===== src/rtl/lab2_proc_mem_arbiter.sv =====
// Shares one memory port between imem and dmem val/rdy streams; round-robin grant
// (strict dmem priority when LAB2_PROC_MEM_ARB_FIXED_PRIO_EN is defined).
// Zero-latency combinational paths; requests stall while the order queue is full.

package lab2_mem_pkg;

  typedef struct packed {
    logic [2:0]  type_;
    logic [7:0]  opaque;
    logic [31:0] addr;
    logic [1:0]  len;
    logic [31:0] data;
  } mem_req_4B_t;

  typedef struct packed {
    logic [2:0]  type_;
    logic [7:0]  opaque;
    logic [1:0]  test;
    logic [1:0]  len;
    logic [31:0] data;
  } mem_resp_4B_t;

endpackage

module lab2_proc_mem_arbiter
  import lab2_mem_pkg::*;
#(
  parameter int p_num_outstanding = 4
) (
  input  logic         clk,
  input  logic         reset,

  input  logic         imem_reqstream_val,
  output logic         imem_reqstream_rdy,
  input  mem_req_4B_t  imem_reqstream_msg,

  output logic         imem_respstream_val,
  input  logic         imem_respstream_rdy,
  output mem_resp_4B_t imem_respstream_msg,

  input  logic         dmem_reqstream_val,
  output logic         dmem_reqstream_rdy,
  input  mem_req_4B_t  dmem_reqstream_msg,

  output logic         dmem_respstream_val,
  input  logic         dmem_respstream_rdy,
  output mem_resp_4B_t dmem_respstream_msg,

  output logic         mem_reqstream_val,
  input  logic         mem_reqstream_rdy,
  output mem_req_4B_t  mem_reqstream_msg,

  input  logic         mem_respstream_val,
  output logic         mem_respstream_rdy,
  input  mem_resp_4B_t mem_respstream_msg
);

  localparam int c_ptr_w = (p_num_outstanding > 1) ? $clog2(p_num_outstanding) : 1;
  localparam int c_cnt_w = $clog2(p_num_outstanding) + 1;
  localparam logic [c_cnt_w-1:0] c_full_cnt = c_cnt_w'(p_num_outstanding);

  // Order queue: one bit per in-flight request, 0 = imem, 1 = dmem.
  logic [p_num_outstanding-1:0] r_order;
  logic [c_ptr_w-1:0]           r_head;
  logic [c_ptr_w-1:0]           r_tail;
  logic [c_cnt_w-1:0]           r_count;
`ifndef LAB2_PROC_MEM_ARB_FIXED_PRIO_EN
  logic                         r_last_grant;
`endif

  logic w_full;
  logic w_empty;
  logic w_grant_vld;
  logic w_grant_id;
  logic w_req_ok;
  logic w_resp_ok;
  logic w_head_id;
  logic w_mem_req_val;
  logic w_mem_resp_rdy;
  logic w_push;
  logic w_pop;

  assign w_full    = (r_count == c_full_cnt);
  assign w_empty   = (r_count == '0);
  assign w_head_id = r_order[r_head];
  assign w_req_ok  = !reset && !w_full;
  assign w_resp_ok = !reset && !w_empty;

  always_comb begin
    w_grant_vld = imem_reqstream_val || dmem_reqstream_val;
`ifdef LAB2_PROC_MEM_ARB_FIXED_PRIO_EN
    w_grant_id  = dmem_reqstream_val;
`else
    // On a tie the port that did not win last time is served.
    if (imem_reqstream_val && dmem_reqstream_val)
      w_grant_id = ~r_last_grant;
    else
      w_grant_id = dmem_reqstream_val;
`endif
  end

  always_comb begin
    w_mem_req_val      = w_req_ok && w_grant_vld;
    imem_reqstream_rdy = w_req_ok && w_grant_vld && !w_grant_id && mem_reqstream_rdy;
    dmem_reqstream_rdy = w_req_ok && w_grant_vld &&  w_grant_id && mem_reqstream_rdy;
    mem_reqstream_msg  = '0;
    if (!reset && w_grant_vld)
      mem_reqstream_msg = w_grant_id ? dmem_reqstream_msg : imem_reqstream_msg;
  end

  assign mem_reqstream_val = w_mem_req_val;

  always_comb begin
    imem_respstream_val = w_resp_ok && !w_head_id && mem_respstream_val;
    dmem_respstream_val = w_resp_ok &&  w_head_id && mem_respstream_val;
    w_mem_resp_rdy      = w_resp_ok && (w_head_id ? dmem_respstream_rdy : imem_respstream_rdy);
    imem_respstream_msg = reset ? '0 : mem_respstream_msg;
    dmem_respstream_msg = reset ? '0 : mem_respstream_msg;
  end

  assign mem_respstream_rdy = w_mem_resp_rdy;

  assign w_push = w_mem_req_val && mem_reqstream_rdy;
  assign w_pop  = mem_respstream_val && w_mem_resp_rdy;

  always_ff @(posedge clk) begin
    if (reset) begin
      r_order <= '0;
      r_head  <= '0;
      r_tail  <= '0;
      r_count <= '0;
    end else begin
      if (w_push) begin
        r_order[r_tail] <= w_grant_id;
        r_tail          <= r_tail + 1'b1;
      end
      if (w_pop)
        r_head <= r_head + 1'b1;
      case ({w_push, w_pop})
        2'b10:   r_count <= r_count + 1'b1;
        2'b01:   r_count <= r_count - 1'b1;
        default: r_count <= r_count;
      endcase
    end
  end

`ifndef LAB2_PROC_MEM_ARB_FIXED_PRIO_EN
  // Only a fired request moves the grant, so a stalled grant stays put.
  always_ff @(posedge clk) begin
    if (reset)
      r_last_grant <= 1'b0;
    else if (w_push)
      r_last_grant <= w_grant_id;
  end
`endif

endmodule


===== config.mk =====
export PLATFORM = sky130hd
export DESIGN_NAME = lab2_proc_mem_arbiter
export DESIGN_NICKNAME = d
export VERILOG_FILES = /design/src/rtl/lab2_proc_mem_arbiter.sv
export SDC_FILE = /design/constraint.sdc
export NUM_CORES = 1
export LEC_CHECK = 0
export ABC_AREA = 1
export BUFFER_PORTS_ARGS = -buffer_cell sky130_fd_sc_hd__buf_4
export CAP_MARGIN = 15
export CORE_AREA = 3 3 151 153
export CTS_CLUSTER_SIZE = 10
export DETAILED_ROUTE_END_ITERATION = 10
export DIE_AREA = 0 0 154 156
export PLACE_DENSITY = 0.45
export SLEW_MARGIN = 30
export SYNTH_ARGS = -nofsm -noshare
export SYNTH_HDL_FRONTEND = slang
export SYNTH_SLANG_ARGS = --single-unit

===== constraint.sdc =====
create_clock -name clk -period 4.3 [get_ports clk]
set_clock_uncertainty 0.2 [all_clocks]
set_input_delay 0.43 -clock clk [delete_from_list [all_inputs] [get_ports clk]]
set_output_delay 0.43 -clock clk [all_outputs]
set_load 0.005 [all_outputs]

==> results.yml, run 1 <==
synth:
  syn_area_per_cell_um2: 5.13
  ys_seq_elements: 12
  syn-num-nets: 717
  synth_edf_count: 0
  synth.distinct_cells: 26
  synthArstFlopShare: 0
  syn_area_um2: 2570
  postSynthCellCount: 502
  synth-seq-area-share: 0.0933
  ys.flop_type: "dfxtp_1"
  yosys_warnings: 0
finish:
  drive_gt1_frac: 0.503
  seq_area_um2: 240
  nets: 1033
  final_common_cell: "buf_4"
  area_growth_pct: 112
  final_cell_mix: "buf_4 (387), nor2_1 (205), o21ai_0 (79), inv_1 (61), nand2_1 (15)"
  nFillCells: 2471
  multiInputGateArea_um2: 1600
  antenna_cells: 0
drt:
  route.vias.total: 4102
  ant_nets: 0
  wire_per_inst_um: 13.0
  drc_errors: 0
  drt-initial-drc-count: 244
  vias_per_cell: 3.74
  wl_mm: 14.2
  firstDrtPassIters: 4
critical_path:
  crit_fanout: 77
  endpoint_kind: "primary output"
  reg2reg_slack_ps: 2000
  timing.rr.end: "r_count[2]$_SDFFE_PP0P_"
  r2r-start: "r_head[0]$_SDFFE_PP0P_"
  worstPathArrival_ps: 2120
  critPathRequiredTime_ps: 3670
  start_kind: "primary input"
  worstRegToRegCells: 13
  crit_type: "in -> out"
floorplan:
  die_w_um: 154
  core-area_um2: 21700
  num_io_pins: 386
  initial_core_util: 0.119
  die_h_um: 156
  row_count: 54
  die_area_um2: 24000
cts:
  worst_skew_pair.late_latency_ps: 240
  clkSinkCount: 12
  h-tree-depth: 1
  root_buffer: "clkbuf_16"
  clkSlewWorstSetupHoldPaths_ps: 50
  numCtsBuffers: 3
  clock_path_buffers: 2
  postCtsSetupBuffers: 0
  holdBufCountCts: 0
  cts_resized: 0
  cts_tree: "done"
sta:
  whs_ps: 246
  rsz0062_at_grt: "no"
  max_freq_mhz: 364
  worst_slack_ps: 1550
  setup_viol: 0
  slew_headroom: 0.474
  worst_slew_pin_slew_ps: 789
  fin_crit_sh: 0.639
  fin_crit_ps: 2750
  hold_viol: 0
  setup-tns-final_ps: 0
  slew_violations: 0
pwr:
  switchingPower_uw: 268
  vdd_drop_max_v: 0.0000999
  p_comb_frac: 0.615
  leakage_uw: 0.00306
  p_sw_frac: 0.330
  pwr-share-seq: 0.148
  power_uw: 811
  pwr-share-clk: 0.237
  power_density_nw_per_um2: 149
  internal_power_uw: 543
global_routing:
  grt_max_degree: 79
  overflow: 0
  track_usage: 0.104
  grt_pass1_wl_mm: 20.5
  grt_pass1_vias: 3777
  antenna_found_initial: 0
min_path:
  min_to: "r_count[0]$_SDFFE_PP0P_"
  hp-start: "r_count[0]$_SDFFE_PP0P_"
  hp-class: "reg -> reg"
  min_path_cells: 1
place:
  gp_congestion: 0.840
  portBuffers: 385
  dpl.hpwl_mm: 11.6
  dp_slack_ps: 1480
job:
  cap_viol_max_count: 0
status:
  status: "finished, final reports clean"
==> through the flow <==
step	util	std cells	cell area, um2
2_1_floorplan	-	502	2570
3_3_place_gp	0.247	1093	5360
3_5_place_dp	0.247	1093	5360
4_1_cts	0.251	1097	5450
5_1_grt	0.251	1097	5450
6_report	0.251	1097	5450
==> routing by layer <==
metal / share of wire / wire length [um] / GRT usage / vias to the layer above
met1: 0.38 / 5400 / 0.120 / 1742
li1: - / - / - / 2117
met2: 0.52 / 7360 / 0.201 / 239
met4: 0.0051 / 73 / 0.00883 / 0
met3: 0.098 / 1390 / 0.0241 / 4
met5: 0 / 0 / 0 / -
==> power groups by stage <==
stage	clock, uW	combinational, uW	sequential (uW)
after floorplan	0	204	121
after global placement	0	509	122
after detailed placement	0	508	122
after CTS	197	510	120
after global routing	205	553	121
final	192	499	120
==> worst max-delay path: stages <==
cell and delay (ps):
buf_4 270, nor2_4 190, buf_4 520, o21ai_0 320
nor2_1 160, buf_4 120
==> kinds of logic (layout without fill, tap and decap cells) <==
group	count (synthesis)	after routing	share of synthesized area
DFF	12	12	0.0933
and+or+nand+nor	243	243	0.390
buffers and inverters	142	457	0.285
xor gates and xnor gates	1	1	0.00340
adders and majority gates	6	6	0.0321
AOI/OAI and AO/OA	98	98	0.196
==> state kept, by name, indices dropped and copies added, names as in the netlist <==
signal and count:
r_tail 2, r_last_grant 1, r_order 4, r_count 3, r_head 2
==> synth_stat cells (2+ instances only) <==
cell,instances,area (um2)
inv_1,61,229
buf_2,5,25.0
nor2_1,205,769
nor2_4,2,22.5
a21oi_1,10,50.1
buf_4,51,383
inv_2,3,11.3
ha_1,5,62.6
dfxtp_1,12,240
nand2_2,6,37.5
o21ai_0,79,395
nand3_2,2,20.0
clkbuf_1,20,75.1
o21ai_1,5,25.0
nand3_1,9,45.0
a21oi_2,3,26.3
nand2_1,15,56.3
==> cell type report <==
cell class,instances,share of cell area
inverters,65,0.0452
clock buffers,4,0.0163
well taps,280,0.0643
flip-flops and latches,12,0.0441
multi-input cells,348,0.294
repair buffers,388,0.537
==> worst max path at each step <==
stage | slack [ps] | cells past startpoint | endpoint | startpoint
3_3_place_gp | 1470 | 6 | mem_reqstream_msg[26] | reset
2_1_floorplan | 2020 | 13 | r_count[2]$_SDFFE_PP0P_ | reset
5_1_grt | 1370 | 6 | mem_reqstream_msg[26] | reset
3_5_place_dp | 1480 | 6 | mem_reqstream_msg[26] | reset
4_1_cts | 1490 | 6 | mem_reqstream_msg[26] | reset
6_report | 1550 | 6 | mem_reqstream_msg[26] | reset
Note: power is estimated with default switching activity, not from simulation.
==> run 2, diff against run 1 <==
--- a/config.mk
+++ b/config.mk
@@ -8,11 +8,11 @@
 export ABC_AREA = 1
 export BUFFER_PORTS_ARGS = -buffer_cell sky130_fd_sc_hd__buf_4
 export CAP_MARGIN = 15
-export CORE_AREA = 3 3 151 153
+export CORE_AREA = 3 3 148 150
 export CTS_CLUSTER_SIZE = 10
 export DETAILED_ROUTE_END_ITERATION = 10
-export DIE_AREA = 0 0 154 156
-export PLACE_DENSITY = 0.45
+export DIE_AREA = 0 0 151 153
+export PLACE_DENSITY = 0.48
 export SLEW_MARGIN = 30
 export SYNTH_ARGS = -nofsm -noshare
 export SYNTH_HDL_FRONTEND = slang
==> constraint.sdc (replaced) <==
create_clock -name clk -period 2.4 [get_ports clk]
set_clock_uncertainty 0.2 [all_clocks]
set_input_delay 0.24 -clock clk [delete_from_list [all_inputs] [get_ports clk]]
set_output_delay 0.24 -clock clk [all_outputs]
set_load 0.005 [all_outputs]
==> run 2 against run 1 <==
Net effect: via count grew 0.56%; worst setup slack lost 1300 ps; core utilization grew 1.6 points; critical path depth grew 7; sequential share of layout area shrank 0.094 points; first-iteration DRC count shrank 56%; clock power grew 77%; total power grew 82%; sequential cell count is the same; final cell count grew 0.55%; routed wire length shrank 1.2%; largest cell class unchanged.
==> results.yml, run 2 (synthesis gave the netlist of run 1 again) <==
finish:
  fin_area_um2: 5570
  reg.largest.list: "r_order: 4 flops, r_count: 3 flops"
  area_growth_pct: 116
  final_common_cell: "buf_4"
  largest_reg_flops: 4
  final_cell_mix: "buf_4 (395), nor2_1 (205), o21ai_0 (77), inv_1 (61), nand2_1 (15)"
  antenna_cells: 0
  layoutNonFillerInstCount: 1103
  drive_gt1_frac: 0.511
  regMostFlops: "r_order"
  nets: 1044
sta:
  slew_violations: 0
  fin_crit_ps: 2160
  slew_headroom: 0.564
  max_freq_mhz: 463
  worst_slew_pin_slew_ps: 653
  hold_viol: 0
  whs_ps: 148
  rsz0062_at_grt: "no"
  setup-tns-final_ps: 0
  fin_crit_sh: 0.900
  setup_viol: 0
pwr:
  power_uw: 1480
  power_density_nw_per_um2: 265
  vdd_drop_max_v: 0.000176
  leakage_uw: 0.00312
global_routing:
  track_usage: 0.108
  grt_max_degree: 78
  grtUsageMet2: 0.210
  gr-usage-met1: 0.114
  antenna_found_initial: 0
  grt_pass1_vias: 3959
  grt_util_met3: 0.0329
  overflow: 0
  grt_busiest_layer: "met2"
  grt_pass1_wl_mm: 20.2
critical_path:
  critPathRequiredTime_ps: 2330
  cp.depth: 13
  critical_path_buf_inv_count: 3
  start_kind: "register"
  crit_fanout: 3
  r2r-start: "r_count[0]$_SDFFE_PP0P_"
  cpPeakStageDelay_ps: 380
  cpMaxStageDelayCell: "fa_1"
  critPathLaunch: "r_count[0]$_SDFFE_PP0P_"
  worstRegToRegCells: 13
  path_delay_family: "adder cells"
  critical_path.cell_chain: "inv_1 > nand3_1 > nand2_2 > nor2_4 > nand3_2 > inv_1 > ha_1 > inv_1 > fa_1 > a21oi_1 > o21ai_1 > o21ai_1 > a21oi_1"
  crit_type: "reg -> reg"
  endpoint_kind: "register"
  worstPathArrival_ps: 2090
  cp_common_cell: "inv_1"
floorplan:
  initial_core_util: 0.124
  core-area_um2: 20800
  die_area_um2: 23100
  row_count: 53
  num_io_pins: 386
  die_h_um: 153
  die_w_um: 151
place:
  dpl.hpwl_mm: 11.9
  dp_cells: 1098
  post_dp_cell_area_um2: 5470
  gp_congestion: 0.754
  portBuffers: 385
min_path:
  hp-class: "in -> reg"
  min_path_cells: 3
  hp-start: "mem_reqstream_rdy"
drt:
  firstDrtPassIters: 4
  drt-initial-drc-count: 108
  wl_mm: 14.1
  ant_nets: 0
  drc_errors: 0
  route.vias.total: 4125
  wire_per_inst_um: 12.7
  vias_per_cell: 3.74
cts:
  clock_path_buffers: 2
  clkSinkCount: 12
  root_buffer: "clkbuf_16"
  holdBufCountCts: 0
  clkSlewWorstSetupHoldPaths_ps: 50
  numCtsBuffers: 3
  cts_tree: "done"
  worst_skew_pair.late_latency_ps: 240
  h-tree-depth: 1
status:
  status: "finished, final reports clean"
job:
  cap_viol_max_count: 0
==> run 2: worst paths after layout <==
check | endpoint | slack (ps)
setup / recovery | r_count[2]$_SDFFE_PP0P_ | 240
hold / removal | r_order[3]$_SDFFE_PP0P_ | 150
setup reg to reg | r_count[2]$_SDFFE_PP0P_ | 240
hold reg to reg | r_count[0]$_SDFFE_PP0P_ | 250
==> run 2: where the power goes <==
group | internal [uW] | leakage (uW) | switching (uW)
Clock | 252 | 0.0000442 | 88.8
Combinational | 534 | 0.00298 | 386
Sequential | 209 | 0.0000977 | 7.34
==> run 2: area by class of cell <==
class / instances / area [um2]
fill: 2324 / 15300
timing repair buffer: 399 / 3050
multi-input combinational: 348 / 1610
tap: 275 / 344
inverter: 65 / 246
sequential: 12 / 240
clock buffer: 4 / 88.8
==> run 2: worst register-to-register path, stage by stage (launching register included) <==
cell and delay [ps]:
dfxtp_1 330, inv_1 80, nand3_1 90, nand2_2 80, nor2_4 130, nand3_2 90, inv_1 60, ha_1 130
inv_1 70, fa_1 380, a21oi_1 140, o21ai_1 80, o21ai_1 140, a21oi_1 50
==> run 2: layer usage <==
layer	vias to the layer above	share of wire
met1	1752	0.35
met5	-	0
met2	226	0.52
met3	8	0.13
li1	2139	-
met4	0	0.011
==> run 2: what timing repair did <==
action	4_1_cts	5_1_grt
resized for setup	0	3
hold endpoints to repair	0	0
buffers inserted	0	1
endpoints found under the setup margin	0	1
==> run 2: through the flow <==
| step | utilization | setup WS, ps |
|---|---|---|
| after detailed placement | 0.263 | 188 |
| after global routing | 0.268 | 2.80 |
| after global placement | 0.263 | 151 |
| after CTS | 0.267 | 181 |
| final | 0.268 | 240 |
| after floorplan | - | 286 |
==> run 3, diff against run 2 <==
--- a/config.mk
+++ b/config.mk
@@ -8,11 +8,12 @@
 export ABC_AREA = 1
 export BUFFER_PORTS_ARGS = -buffer_cell sky130_fd_sc_hd__buf_4
 export CAP_MARGIN = 15
-export CORE_AREA = 3 3 148 150
+export CORE_AREA = 3 3 150 152
+export CTS_BUF_LIST = sky130_fd_sc_hd__clkbuf_4 sky130_fd_sc_hd__clkbuf_8
 export CTS_CLUSTER_SIZE = 10
 export DETAILED_ROUTE_END_ITERATION = 10
-export DIE_AREA = 0 0 151 153
-export PLACE_DENSITY = 0.48
+export DIE_AREA = 0 0 153 155
+export PLACE_DENSITY = 0.47
 export SLEW_MARGIN = 30
 export SYNTH_ARGS = -nofsm -noshare
 export SYNTH_HDL_FRONTEND = slang
==> run 3 against run 2 <==
Net effect: non-clock buffer count fell by 2; critical path depth did not move; worst setup slack got worse by 29 ps; critical endpoint unchanged; critical path type unchanged; highest routed layer unchanged; clock power fell by 35%.
==> results.yml, run 3 (synthesis gave the netlist of run 1 again) <==
cts:
  clkSinkCount: 12
  clkSlewWorstSetupHoldPaths_ps: 50
  postCtsSetupBuffers: 0
  worst_skew_pair.late_latency_ps: 240
  root_buffer: "clkbuf_8"
  cts_resized: 0
  clock_path_buffers: 2
  cts_tree: "done"
  holdBufCountCts: 0
  numCtsBuffers: 3
  h-tree-depth: 1
min_path:
  hp-start: "mem_reqstream_rdy"
  min_path_cells: 3
  hp-class: "in -> reg"
sta:
  worst_slack_ps: 211
  worst_slew_pin_slew_ps: 676
  setup_viol: 0
  fin_crit_ps: 2190
  fin_crit_sh: 0.912
  hold_viol: 0
  max_freq_mhz: 457
  slew_violations: 0
  slew_headroom: 0.549
floorplan:
  die_area_um2: 23700
  die_h_um: 155
  initial_core_util: 0.122
  row_count: 53
  num_io_pins: 386
  die_w_um: 153
  core-area_um2: 21200
finish:
  regMostFlops: "r_order"
  final_common_cell: "buf_4"
  final_util: 0.260
  layoutNonFillerInstCount: 1101
  reg.largest.list: "r_order: 4 flops, r_count: 3 flops"
  nets: 1042
  final_cell_mix: "buf_4 (394), nor2_1 (205), o21ai_0 (77), inv_1 (61), nand2_1 (15)"
  drive_gt1_frac: 0.511
  largest_reg_flops: 4
  area_growth_pct: 114
  antenna_cells: 0
critical_path:
  worstRegToRegCells: 13
  start_kind: "register"
  crit_fanout: 4
  critPathRequiredTime_ps: 2330
  reg2reg_slack_ps: 210
  endpoint_kind: "register"
  r2r-start: "r_count[0]$_SDFFE_PP0P_"
  worstPathArrival_ps: 2120
  critPathLaunch: "r_count[0]$_SDFFE_PP0P_"
  crit_type: "reg -> reg"
drt:
  drt-initial-drc-count: 231
  ant_nets: 0
  drc_errors: 0
  route.vias.total: 4137
  firstDrtPassIters: 4
  vias_per_cell: 3.76
  wl_mm: 15.0
  wire_per_inst_um: 13.6
place:
  dpl.hpwl_mm: 12.5
  gp_congestion: 0.814
  dp_slack_ps: 105
  dp_cells: 1097
  portBuffers: 385
status:
  status: "finished, final reports clean"
global_routing:
  grt_pass1_wl_mm: 21.5
  overflow: 0
  grt_max_degree: 80
  antenna_found_initial: 0
  grt_pass1_vias: 3941
  track_usage: 0.112
job:
  cap_viol_max_count: 0
pwr:
  power_density_nw_per_um2: 247
  vdd_drop_max_v: 0.000137
  power_uw: 1360
  leakage_uw: 0.00309
run 3: layout make-up:
class / count / area [um2]
Clock buffer: 4 / 55.1
Timing Repair Buffer: 397 / 3020
Sequential cell: 12 / 241
Fill cell: 2376 / 15600
Multi-Input combinational cell: 348 / 1600
Tap cell: 275 / 344
Inverter: 65 / 246
run 3: power breakdown:
group,internal (uW),switching (uW)
clock,145,76.5
sequential,209,8.08
combinational,528,391
run 3: per-layer routing:
layer / global-route usage / routed length, um / vias up
li1: - / - / 2130
met1: 0.129 / 5610 / 1770
met2: 0.217 / 7910 / 231
met3: 0.0225 / 1340 / 6
met4: 0.0187 / 102 / 0
met5: 0 / 0 / -
run 3: through the flow:
step,cell area [um2],TNS (ps),hold WS [ps]
final,5510,0,143
after global routing,5510,-5.60,152
after CTS,5500,0,139
after detailed placement,5450,0,239
after global placement,5450,0,236
after floorplan,2570,0,208
run 3: worst paths after layout:
check                                               end
worst max-delay path            r_count[2]$_SDFFE_PP0P_
worst min-delay path            r_order[3]$_SDFFE_PP0P_
worst max register to register  r_count[2]$_SDFFE_PP0P_
worst min register to register  r_count[0]$_SDFFE_PP0P_
run 3: worst max-delay path, cell delays in order, from the launching register on:
cell	delay, ps
dfxtp_1	340
inv_1	80
nand3_1	90
nand2_2	80
nor2_4	110
nand3_1	110
inv_1	70
ha_1	130
inv_1	50
fa_1	400
a21oi_2	150
o21ai_1	90
o21ai_1	120
a21oi_1	50
